==> src/rtl/uart_imem_loader_pkg.sv <==
// rtl/uart_imem_loader_pkg.sv - shared types and constants for the UART program loader
package uart_imem_loader_pkg;

  typedef enum logic [1:0] {
    ST_IDLE = 2'd0,
    ST_LEN  = 2'd1,
    ST_DATA = 2'd2,
    ST_CSUM = 2'd3
  } ld_state_e;

  typedef enum logic [1:0] {
    RX_IDLE  = 2'd0,
    RX_START = 2'd1,
    RX_DATA  = 2'd2,
    RX_STOP  = 2'd3
  } rx_state_e;

  localparam logic [7:0] HEADER = 8'hA5;

  function automatic int unsigned calc_cpb(input int unsigned clk_hz, input int unsigned baud);
    return clk_hz / baud;
  endfunction

endpackage

==> src/rtl/uart_imem_loader_rx_byte.sv <==
// rtl/uart_imem_loader_rx_byte.sv - 8N1 byte receiver with input synchronizer
module uart_rx_byte
  import uart_imem_loader_pkg::*;
#(
  parameter int unsigned CPB = 16
) (
  input  logic       clk,
  input  logic       rstn,
  input  logic       rx_i,
  output logic [7:0] byte_o,
  output logic       valid_o,
  output logic       ferr_o
);

  localparam int unsigned CW = $clog2(CPB + 1);
  localparam logic [CW-1:0] HALF_M1 = CW'(CPB / 2 - 1);
  localparam logic [CW-1:0] FULL_M1 = CW'(CPB - 1);

  rx_state_e       state_q, state_d;
  logic            sync1_q, sync2_q, prev_q;
  logic [CW-1:0]   cnt_q, cnt_d;
  logic [2:0]      bit_q, bit_d;
  logic [7:0]      shift_q, shift_d;
  logic            valid_q, valid_d;
  logic            ferr_q, ferr_d;

  always_ff @(posedge clk or negedge rstn) begin
    if (!rstn) begin
      state_q <= RX_IDLE;
      sync1_q <= 1'b1;
      sync2_q <= 1'b1;
      prev_q  <= 1'b1;
      cnt_q   <= '0;
      bit_q   <= '0;
      shift_q <= '0;
      valid_q <= 1'b0;
      ferr_q  <= 1'b0;
    end else begin
      state_q <= state_d;
      sync1_q <= rx_i;
      sync2_q <= sync1_q;
      prev_q  <= sync2_q;
      cnt_q   <= cnt_d;
      bit_q   <= bit_d;
      shift_q <= shift_d;
      valid_q <= valid_d;
      ferr_q  <= ferr_d;
    end
  end

  // A start bit that is no longer low at mid-bit is treated as a glitch.
  always_comb begin
    state_d = state_q;
    case (state_q)
      RX_IDLE:  if (prev_q && !sync2_q) state_d = RX_START;
      RX_START: if (cnt_q == HALF_M1) state_d = sync2_q ? RX_IDLE : RX_DATA;
      RX_DATA:  if (cnt_q == FULL_M1 && bit_q == 3'd7) state_d = RX_STOP;
      RX_STOP:  if (cnt_q == FULL_M1) state_d = RX_IDLE;
      default:  state_d = RX_IDLE;
    endcase
  end

  always_comb begin
    cnt_d   = cnt_q + CW'(1);
    bit_d   = bit_q;
    shift_d = shift_q;
    valid_d = 1'b0;
    ferr_d  = 1'b0;
    case (state_q)
      RX_IDLE: cnt_d = '0;
      RX_START: begin
        if (cnt_q == HALF_M1) begin
          cnt_d = '0;
          bit_d = '0;
        end
      end
      RX_DATA: begin
        if (cnt_q == FULL_M1) begin
          cnt_d   = '0;
          shift_d = {sync2_q, shift_q[7:1]};
          bit_d   = bit_q + 3'd1;
        end
      end
      RX_STOP: begin
        if (cnt_q == FULL_M1) begin
          cnt_d   = '0;
          valid_d = sync2_q;
          ferr_d  = !sync2_q;
        end
      end
      default: cnt_d = '0;
    endcase
  end

  assign byte_o  = shift_q;
  assign valid_o = valid_q;
  assign ferr_o  = ferr_q;

endmodule

==> src/rtl/uart_imem_loader.sv <==
// rtl/uart_imem_loader.sv - framed UART program loader driving the instruction-memory write port
module uart_imem_loader
  import uart_imem_loader_pkg::*;
#(
  parameter int unsigned CLK_HZ = 100000000,
  parameter int unsigned BAUD   = 115200,
  parameter int unsigned ADDR_W = 8
) (
  input  logic              clk,
  input  logic              rstn,
  input  logic              rx_i,
  output logic              imem_we_o,
  output logic [ADDR_W-1:0] imem_addr_o,
  output logic [31:0]       imem_wdata_o,
  output logic              cpu_rstn_o,
  output logic              busy_o,
  output logic              done_o,
  output logic              err_o
);

  localparam int unsigned CPB = calc_cpb(CLK_HZ, BAUD);

  logic [7:0] rx_byte;
  logic       rx_valid, rx_ferr;

  uart_rx_byte #(.CPB(CPB)) u_rx (
    .clk     (clk),
    .rstn    (rstn),
    .rx_i    (rx_i),
    .byte_o  (rx_byte),
    .valid_o (rx_valid),
    .ferr_o  (rx_ferr)
  );

  ld_state_e         state_q, state_d;
  logic [7:0]        len_q, len_d;
  logic [7:0]        word_cnt_q, word_cnt_d;
  logic [1:0]        byte_idx_q, byte_idx_d;
  logic [31:0]       wbuf_q, wbuf_d;
  logic [7:0]        sum_q, sum_d;
  logic [ADDR_W-1:0] addr_q, addr_d;
  logic              we_q, we_d;
  logic              busy_q, busy_d;
  logic              done_q, done_d;
  logic              err_q, err_d;
  logic              hold_q, hold_d;
  logic              word_end, last_byte, frame_abort;

  assign word_end    = (byte_idx_q == 2'd3);
  assign last_byte   = word_end && ({1'b0, word_cnt_q} + 9'd1 == {1'b0, len_q});
  assign frame_abort = rx_ferr && (state_q != ST_IDLE);

  always_ff @(posedge clk or negedge rstn) begin
    if (!rstn) begin
      state_q    <= ST_IDLE;
      len_q      <= '0;
      word_cnt_q <= '0;
      byte_idx_q <= '0;
      wbuf_q     <= '0;
      sum_q      <= '0;
      addr_q     <= '0;
      we_q       <= 1'b0;
      busy_q     <= 1'b0;
      done_q     <= 1'b0;
      err_q      <= 1'b0;
      hold_q     <= 1'b0;
    end else begin
      state_q    <= state_d;
      len_q      <= len_d;
      word_cnt_q <= word_cnt_d;
      byte_idx_q <= byte_idx_d;
      wbuf_q     <= wbuf_d;
      sum_q      <= sum_d;
      addr_q     <= addr_d;
      we_q       <= we_d;
      busy_q     <= busy_d;
      done_q     <= done_d;
      err_q      <= err_d;
      hold_q     <= hold_d;
    end
  end

  always_comb begin
    state_d = state_q;
    if (frame_abort) begin
      state_d = ST_IDLE;
    end else if (rx_valid) begin
      case (state_q)
        ST_IDLE: if (rx_byte == HEADER) state_d = ST_LEN;
        ST_LEN:  state_d = (rx_byte == 8'd0) ? ST_CSUM : ST_DATA;
        ST_DATA: if (last_byte) state_d = ST_CSUM;
        ST_CSUM: state_d = ST_IDLE;
        default: state_d = ST_IDLE;
      endcase
    end
  end

  // The address advances on the edge that ends the write strobe.
  always_comb begin
    len_d      = len_q;
    word_cnt_d = word_cnt_q;
    byte_idx_d = byte_idx_q;
    wbuf_d     = wbuf_q;
    sum_d      = sum_q;
    addr_d     = we_q ? addr_q + ADDR_W'(1) : addr_q;
    we_d       = 1'b0;
    busy_d     = busy_q;
    done_d     = done_q;
    err_d      = err_q;
    hold_d     = hold_q;
    if (frame_abort) begin
      err_d  = 1'b1;
      busy_d = 1'b0;
      hold_d = 1'b1;
    end else if (rx_valid) begin
      case (state_q)
        ST_IDLE: begin
          if (rx_byte == HEADER) begin
            done_d     = 1'b0;
            err_d      = 1'b0;
            busy_d     = 1'b1;
            hold_d     = 1'b1;
            addr_d     = '0;
            sum_d      = '0;
            word_cnt_d = '0;
            byte_idx_d = '0;
          end
        end
        ST_LEN: len_d = rx_byte;
        ST_DATA: begin
          wbuf_d[{byte_idx_q, 3'b000} +: 8] = rx_byte;
          sum_d      = sum_q + rx_byte;
          byte_idx_d = byte_idx_q + 2'd1;
          if (word_end) begin
            we_d       = 1'b1;
            word_cnt_d = word_cnt_q + 8'd1;
          end
        end
        ST_CSUM: begin
          busy_d = 1'b0;
          if (rx_byte == sum_q) begin
            done_d = 1'b1;
            hold_d = 1'b0;
          end else begin
            err_d = 1'b1;
          end
        end
        default: busy_d = 1'b0;
      endcase
    end
  end

  assign imem_we_o    = we_q;
  assign imem_addr_o  = addr_q;
  assign imem_wdata_o = wbuf_q;
  assign cpu_rstn_o   = ~hold_q;
  assign busy_o       = busy_q;
  assign done_o       = done_q;
  assign err_o        = err_q;

endmodule

==> config.mk <==
export PLATFORM = sky130hd
export DESIGN_NAME = uart_imem_loader
export DESIGN_NICKNAME = d
export VERILOG_FILES = /design/src/rtl/uart_imem_loader_pkg.sv /design/src/rtl/uart_imem_loader_rx_byte.sv /design/src/rtl/uart_imem_loader.sv
export SDC_FILE = /design/constraint.sdc
export NUM_CORES = 1
export LEC_CHECK = 0
export ABC_CLOCK_PERIOD_IN_PS = 5900
export CORE_UTILIZATION = 42
export CTS_BUF_LIST = sky130_fd_sc_hd__clkbuf_8
export DETAILED_ROUTE_END_ITERATION = 7
export GPL_TIMING_DRIVEN = 0
export HOLD_SLACK_MARGIN = 0.15
export SLEW_MARGIN = 20
export SYNTH_ARGS = -nofsm -noshare
export SYNTH_HDL_FRONTEND = slang
export SYNTH_SLANG_ARGS = --single-unit
==> constraint.sdc <==
create_clock -name clk -period 5.9 [get_ports clk]
set_input_delay 0.885 -clock clk [delete_from_list [all_inputs] [get_ports clk]]
set_output_delay 0.885 -clock clk [all_outputs]
set_load 0.01 [all_outputs]
==> impl_results.md, run 1 <==
* # Post-CTS Setup Buffers at 0
* Vias in the first global route at 3886
* WS Path Type: flop to flop
* Share of synthesized area occupied by flip-flops and latches at 49.4%
* Adder and majority cell fraction of the synthesized area at 7.23%
* Startpoint of the lowest-slack register-to-register path: u_rx.byte_o[1]
* Combinational share of power at 10.3%
* Number of buffer and inverter stages on the critical path at 0
* Most area-consuming cells after synthesis: sky130_fd_sc_hd__dfrtp_1 (48%), sky130_fd_sc_hd__nand2_1 (8.2%), sky130_fd_sc_hd__ha_1 (6.8%), sky130_fd_sc_hd__o21ai_0 (6.2%), sky130_fd_sc_hd__mux2_2 (3.1%)
* Post-CTS Hold Fix Bufs at 0
* Global Route Usage Sum at 19.3%
* Most used flip-flop cell after synthesis: sky130_fd_sc_hd__dfrtp_1
* Number of max-slew violations in the final report at 0
* Simple-Gate Fraction of Synth Area at 19.7%
* Hold-critical path depth at 0
* Hold wc startpoint: u_rx.sync1_q
* Total clock buffers created by CTS at 9
* Maximum number of pins on one net before global-route repair at 58
* Number of maximum-capacitance violations at 0
* PD cells at 214 nW/um2
* Worst setup slack for register-to-register paths at 3220 ps
* Clock share of power at 33.2%
* Routability-driven placement congestion ratio at 0.834
* Ordered cell list for the critical path: ha_1 > a21oi_1 > o21ai_0 > a2111oi_0 > nor3b_1 > or4b_4 > o211ai_2
* Number of nets at the end of the flow at 618
* Endpoint with the worst hold slack: u_rx.sync2_q
* Post-Layout Inst Area at 6000 um2
* Status: completed
* Final Cycle Share at 45.4%
* Die height at 112 um
* Largest area contributor in the netlist: sky130_fd_sc_hd__dfrtp_1
* Critical path's largest stage delay at 660 ps
* Max H-tree Level at 3
* Largest family of logic cells by synthesized area: simple AND/OR/NAND/NOR gates
* F_max at 373 MHz
* Post-synthesis compound-gate area fraction at 12.4%
* Placed Instances at 718
* Async SR Flop Fraction at 100%
* Cells after synthesis at 527
* Hold Worst Slack at 351 ps
* Worst ir drop on vdd at 0.169 mV
* Number of nets with antenna violations after routing at 0
* Post-route DRC at 0
* Avg WL per Cell at 15.2 um
* CTS clock-pin slew for the worst setup and hold paths at 100 ps
* Largest driver fanout on the critical path at 10
* Leak Pwr at 2.63 nW
* Type of element launching the critical path: flop
* Routed wl met2 at 5470 um
* Highest layer used for signal routing: met4
* Final hold violation count at 0
* Post-Syn Nets at 559
* Total negative setup slack at 0 ps
* Register bit total from synthesis at 101
* Detailed placer's ending HPWL at 7910 um
* Sequential fraction of design power at 56.5%
* Worst max-slew margin expressed relative to the limit at 37.4%
* Number of iterations in the first detailed-routing pass at 4
* Top-level I/O count at 48
* Buffers from clock root to sink, at most at 2
* Critical path data required time at 6220 ps
* Number of antenna violations at the first check in global routing at 0
* Met3 layer wire length in the routed design at 495 um
* Transition time at the pin with the least slew margin at 937 ps
* Internal portion of total power at 937 uW
* Library cell used as clock root buffer: sky130_fd_sc_hd__clkbuf_8
* Kind of capture point of the worst setup path: flop
* Initial core utilization at 43.9%
* Total routed wirelength at 11200 um
* Path category of the worst min-delay check: flop to flop
* Largest clock skew in the final design at 9.60 ps
* Core Area at 11700 um2
* Non-filler instance count after layout at 734
* Library cell contributing the largest single delay on the critical path: sky130_fd_sc_hd__dfrtp_1
* Area enclosed by the die boundary at 12600 um2
* Share of the synthesized area in the top cell type at 47.9%
* Standard cell area after detailed placement at 5800 um2
* Clk sink count at 101
* Switching fraction of total power at 27.1%
* Count of unique library cells instantiated by Yosys at 60
* TritonCTS clock tree: done
* Warnings, synthesis at 0
* DR vias at 3910
* Synthesized area per cell at 9.72 um2
* Die W at 112 um
* Mux share of post-synthesis cell area at 3.66%
* Unrepaired setup endpoints after global routing: false
* Count of buffers inserted at the top-level ports at 47
* Power spent charging and discharging nets at 347 uW
* Number of rows in the core area at 39
* CP Data Arrival Time at 3000 ps
* Final setup vio count at 0
* Number of gates resized after cts at 0
* Library cell with the highest instance count after synthesis: sky130_fd_sc_hd__nand2_1
* Clock latency of the later-clocked register in the worst-skew pair at 390 ps
* Met1 WL at 5010 um
* Synthesized area at 5120 um2
* Leading cell types by count after synthesis: sky130_fd_sc_hd__nand2_1 (112), sky130_fd_sc_hd__dfrtp_1 (98), sky130_fd_sc_hd__o21ai_0 (63), sky130_fd_sc_hd__nor2_1 (35), sky130_fd_sc_hd__ha_1 (28)
* Via count normalized by instance count at 5.33
* Number of enable flip-flop cells after synthesis at 0
* Family with the most delay on the worst path: compound AO/OA/AOI/OAI gates
* Total overflow reported by the global router at 0
* Shortest clock period the worst path allows after layout at 2680 ps
* Reg2Reg Capture Point: sum_q[7]
* Fraction of layout instances using a drive strength above 1 at 8.63%
* First-pass GRT wire length at 18900 um
* Parity-gate share of the synthesized area counting xor and xnor cells at 5.05%
* Layout filler cell count at 1105
* Signed area change from the synthesized netlist to the final layout at 17.0%
* Drt first-iter violations at 231
* Depth of the most critical reg-to-reg path at 7
* Diode count at 0
-- worst max path at each step --
stage                   start       endpoint  slack (ps)  depth (start not counted)
2_1_floorplan  u_rx.byte_o[1]       sum_q[7]        3660                          7
3_3_place_gp             rstn     state_q[1]         130                          1
3_5_place_dp   u_rx.byte_o[1]       sum_q[7]        3250                          7
4_1_cts        u_rx.byte_o[1]       sum_q[7]        3230                          7
5_1_grt         u_rx.cnt_q[0]  u_rx.cnt_q[9]        3040                          7
6_report       u_rx.byte_o[1]       sum_q[7]        3220                          7
-- sequential cells by signal, summed over array words and instances (netlist names), 2 cells and up, named ones only --
signal,cells
len_q,8
state_q,2
byte_idx_q,2
u_rx.cnt_q,10
u_rx.byte_o,8
imem_wdata_o,32
u_rx.bit_q,3
imem_addr_o,8
sum_q,8
word_cnt_q,8
-- metal layers --
metal	global-route usage, %	vias up
met5	0	-
met4	6.22	0
met3	4.86	16
met2	32.3	73
met1	24.5	1880
li1	-	1941
-- cell usage in the layout (no fill, tap or decap), types with 7 or more instances in the layout --
master and n:
sky130_fd_sc_hd__a21oi_1 12, sky130_fd_sc_hd__and3_1 7, sky130_fd_sc_hd__clkbuf_1 11, sky130_fd_sc_hd__clkbuf_8 11, sky130_fd_sc_hd__clkdlybuf4s50_1 46, sky130_fd_sc_hd__dfrtp_1 98, sky130_fd_sc_hd__ha_1 28, sky130_fd_sc_hd__inv_1 18
sky130_fd_sc_hd__mux2_2 14, sky130_fd_sc_hd__nand2_1 112, sky130_fd_sc_hd__nand3_1 15, sky130_fd_sc_hd__nand4_1 8, sky130_fd_sc_hd__nor2_1 35, sky130_fd_sc_hd__o21ai_0 63, sky130_fd_sc_hd__xnor2_1 15, sky130_fd_sc_hd__xor2_1 12
-- metrics by stage --
stage	setup slack, ps	util, %	power (mW)
6_report	3220	51.4	1.28
5_1_grt	3040	51.4	1.35
4_1_cts	3230	51.4	1.31
2_1_floorplan	3660	-	0.828
3_5_place_dp	3250	49.8	0.873
3_3_place_gp	126	49.5	0.868
-- power by group through the flow --
stage          Combinational, mW  Clock [mW]  Sequential [mW]
6_report                   0.132       0.427            0.725
3_5_place_dp               0.134           0            0.739
2_1_floorplan             0.0926           0            0.736
5_1_grt                    0.157       0.469            0.729
4_1_cts                    0.136       0.445            0.725
3_3_place_gp               0.129           0            0.738
-- cell families (layout without fill, tap and decap cells) --
kind of cell	after synthesis	in the layout
AO/OA/AOI/OAI	104	104
XOR/XNOR	28	28
adder cells (fa/ha/maj)	29	29
buffers and inverters	33	97
flip-flops	101	101
multiplexers	17	17
AND/OR/NAND/NOR	215	215
-- final cells by class --
| cell class | instances | area [um2] | area share (%) |
|---|---|---|---|
| sequential | 101 | 2530 | 42.2 |
| multi-input combinational | 393 | 2460 | 41.0 |
| timing repair buffer | 48 | 499 | 8.32 |
| tap | 143 | 179 | 2.98 |
| clock buffer | 11 | 151 | 2.52 |
| inverter | 18 | 67.6 | 1.13 |
| buffer | 15 | 66.3 | 1.11 |
| clock inverter | 5 | 43.8 | 0.730 |
Power figures use the tool's default switching activity.
==> inputs of run 2 (changes only) <==
ABC_CLOCK_PERIOD_IN_PS = 2300   (was 5900)
clock period = 2.3 ns   (was 5.9 ns; I/O delays follow)
==> run 2 against run 1 <==
Net effect: power increased to 2.6 times the previous value; count of clock-buffer cells in the layout unchanged; die area unchanged; design area increased by 5.3%; critical path type unchanged; largest cell class is now multi-input gates.
==> impl_results.md, run 2 (synthesized netlist as in run 1, its figures left out) <==
* Critical path data required time at 2620 ps (-3600 ps)
* Largest driver fanout on the critical path at 4 (-6)
* Diode count at 0 (unchanged)
* Number of iterations in the first detailed-routing pass at 4 (unchanged)
* Clock latency of the later-clocked register in the worst-skew pair at 390 ps (about the same)
* Final Power at 3.30 mW (+160%)
* Most common cell after layout, fill and taps aside: sky130_fd_sc_hd__nand2_1
* Number of nets at the end of the flow at 639 (+3.4%)
* WS Path Type: flop to flop
* Routability-driven placement congestion ratio at 0.834 (unchanged)
* Area enclosed by the die boundary at 12600 um2 (unchanged)
* Die height at 112 um (unchanged)
* Initial core utilization at 43.9% (unchanged)
* Ordered cell list for the critical path: buf_4 > or4_4 > o31ai_4 > and2_4 > nand2_4 > or4b_4 > o211ai_2
* Flip-flop count of the largest register, all copies and words added at 32 (unchanged)
* Placed Instances at 718 (unchanged)
* Area of combinational cells with multiple inputs at 2590 um2 (+5.2%)
* Final setup vio count at 0 (unchanged)
* Maximum number of pins on one net before global-route repair at 58 (unchanged)
* Status: completed
* Shortest clock period the worst path allows after layout at 2260 ps (-419 ps)
* Max H-tree Level at 3 (unchanged)
* Clk sink count at 101 (unchanged)
* Transition time at the pin with the least slew margin at 540 ps (-397 ps)
* Global Route Usage Sum at 19.3% (about the same)
* Number of nets with antenna violations after routing at 0 (unchanged)
* Combinational share of power at 10.4% (about the same)
* Final hold violation count at 0 (unchanged)
* Path category of the worst min-delay check: flop to flop
* Number of max-slew violations in the final report at 0 (unchanged)
* Unrepaired setup endpoints after global routing: true
* Buffers from clock root to sink, at most at 2 (unchanged)
* Library cell used as clock root buffer: sky130_fd_sc_hd__clkbuf_8
* Family with the most delay on the worst path: simple AND/OR/NAND/NOR gates
* Non-filler instance count after layout at 755 (+2.9%)
* Post-route DRC at 0 (unchanged)
* Worst max-slew margin expressed relative to the limit at 63.9% (+26 points)
* Signed area change from the synthesized netlist to the final layout at 23.2%
* Most used cells in the layout excluding fill and tap cells: sky130_fd_sc_hd__nand2_1 (110), sky130_fd_sc_hd__dfrtp_1 (92), sky130_fd_sc_hd__o21ai_0 (60)
* DR vias at 3970 (+1.5%)
* CP Data Arrival Time at 2580 ps (-420 ps)
* Fraction of layout instances using a drive strength above 1 at 17.8% (+9.2 points)
* Total overflow reported by the global router at 0 (unchanged)
* Avg WL per Cell at 15.2 um (+0.16%)
* Library cell contributing the largest single delay on the critical path: sky130_fd_sc_hd__or4_4
* Switching fraction of total power at 27.1% (+0.059 points)
* First-pass GRT wire length at 18900 um (unchanged)
* Power spent charging and discharging nets at 894 uW (+160%)
* CP startpoint: u_rx.byte_o[1]
* TritonCTS clock tree: done
* Sequential fraction of design power at 56.4% (about the same)
* Number of rows in the core area at 39 (unchanged)
* F_max at 443 MHz (+19%)
* Number of antenna violations at the first check in global routing at 0 (unchanged)
* Worst ir drop on vdd at 0.545 mV (+220%)
* Via count normalized by instance count at 5.26 (-1.3%)
* Type of element launching the critical path: flop
* Die W at 112 um (unchanged)
* Top-level I/O count at 48 (unchanged)
* Detailed placer's ending HPWL at 7910 um (unchanged)
* Core Area at 11700 um2 (unchanged)
* Leak Pwr at 2.77 nW (+5.3%)
* Internal portion of total power at 2.40 mW (+160%)
* Kind of capture point of the worst setup path: flop
* Hold wc startpoint: u_rx.sync1_q
* Standard cell area after detailed placement at 5800 um2 (unchanged)
* PD cells at 522 nW/um2 (+140%)
* Worst setup slack for register-to-register paths at 40 ps (-3180 ps)
* Largest clock skew in the final design at 9.74 ps (+0.143 ps)
* Total routed wirelength at 11500 um (+3.0%)
* CTS clock-pin slew for the worst setup and hold paths at 100 ps (about the same)
* Startpoint of the lowest-slack register-to-register path: u_rx.byte_o[1]
* Clock share of power at 33.3% (about the same)
* Count of buffers inserted at the top-level ports at 47 (unchanged)
* Vias in the first global route at 3892 (+0.15%)
* Number of buffer and inverter stages on the critical path at 1 (+1)
* Total clock buffers created by CTS at 9 (unchanged)
* Sequential cell area at 2540 um2 (+0.30%)
* Post-Layout Inst Area at 6310 um2 (+5.3%)
* Drt first-iter violations at 275 (+19%)
* Final Cycle Share at 98.2% (+53 points)
* Number of maximum-capacitance violations at 0 (unchanged)
* Critical path's largest stage delay at 570 ps (-90 ps)
* Layout filler cell count at 1069 (-3.3%)
-- run 2: cell types whose count changed in the layout (fill, tap and decap cells not counted), moves of 3 or more --
cell                       previous run  this run
sky130_fd_sc_hd__nor2_2               0         3
sky130_fd_sc_hd__dfrtp_1             98        92
sky130_fd_sc_hd__nor2_1              35        32
sky130_fd_sc_hd__buf_4                2        24
sky130_fd_sc_hd__dfrtp_2              0         6
sky130_fd_sc_hd__ha_1                28        24
sky130_fd_sc_hd__o21ai_0             63        60
sky130_fd_sc_hd__nor3b_1              6         2
sky130_fd_sc_hd__clkbuf_1            11         3
sky130_fd_sc_hd__nor3b_2              0         4
-- run 2: path summary, 6_finish.rpt --
kind	end	depth (start not counted)
max	sum_q[7]	7
min	u_rx.sync2_q	0
max reg2reg	sum_q[7]	7
min reg2reg	u_rx.sync2_q	0
max in group asynchronous	u_rx.sync1_q	3
min in group asynchronous	imem_wdata_o[18]	2
-- run 2: timing repair --
item,4_1_cts,5_1_grt
cloned,0,1
buffers inserted,0,22
hold buffers,1,0
pin swaps,0,12
gates resized for setup,15,39
setup endpoints to repair,66,67
endpoints found under the hold margin,44,0
-- run 2: power groups by stage --
stage / combinational (mW) / sequential [mW] / clock, mW
6_report: 0.341 / 1.86 / 1.10
5_1_grt: 0.407 / 1.87 / 1.20
4_1_cts: 0.342 / 1.86 / 1.14
3_5_place_dp: 0.344 / 1.90 / 0
3_3_place_gp: 0.331 / 1.89 / 0
2_1_floorplan: 0.238 / 1.89 / 0
-- run 2: layer usage --
metal / vias up / global-route usage (%) / wire [um]
met1: 1903 / 24.6 / 5220
met4: 0 / 6.49 / 158
met2: 72 / 32.2 / 5670
met3: 14 / 4.86 / 448
li1: 1981 / - / -
met5: - / 0 / 0
-- run 2: metrics by stage --
stage | hold slack, ps | setup WS [ps] | TNS, ps | util, %
after floorplan | 49.4 | 58.0 | 0 | -
after detailed placement | 305 | -350 | -6950 | 49.8
after CTS | 345 | -57.4 | -57.4 | 51.8
after global placement | 347 | -2930 | -296420 | 49.5
after global routing | 349 | -26.5 | -27.5 | 54.1
final | 352 | 40.7 | 0 | 54.1
-- run 2: layout make-up --
class / count / area share [%]
buffer: 13 / 1.07
tap: 143 / 2.83
sequential: 101 / 40.2
clock buffer: 11 / 2.40
clock inverter: 5 / 0.693
multi-input combinational: 393 / 41.0
timing repair buffer: 71 / 10.7
inverter: 18 / 1.07
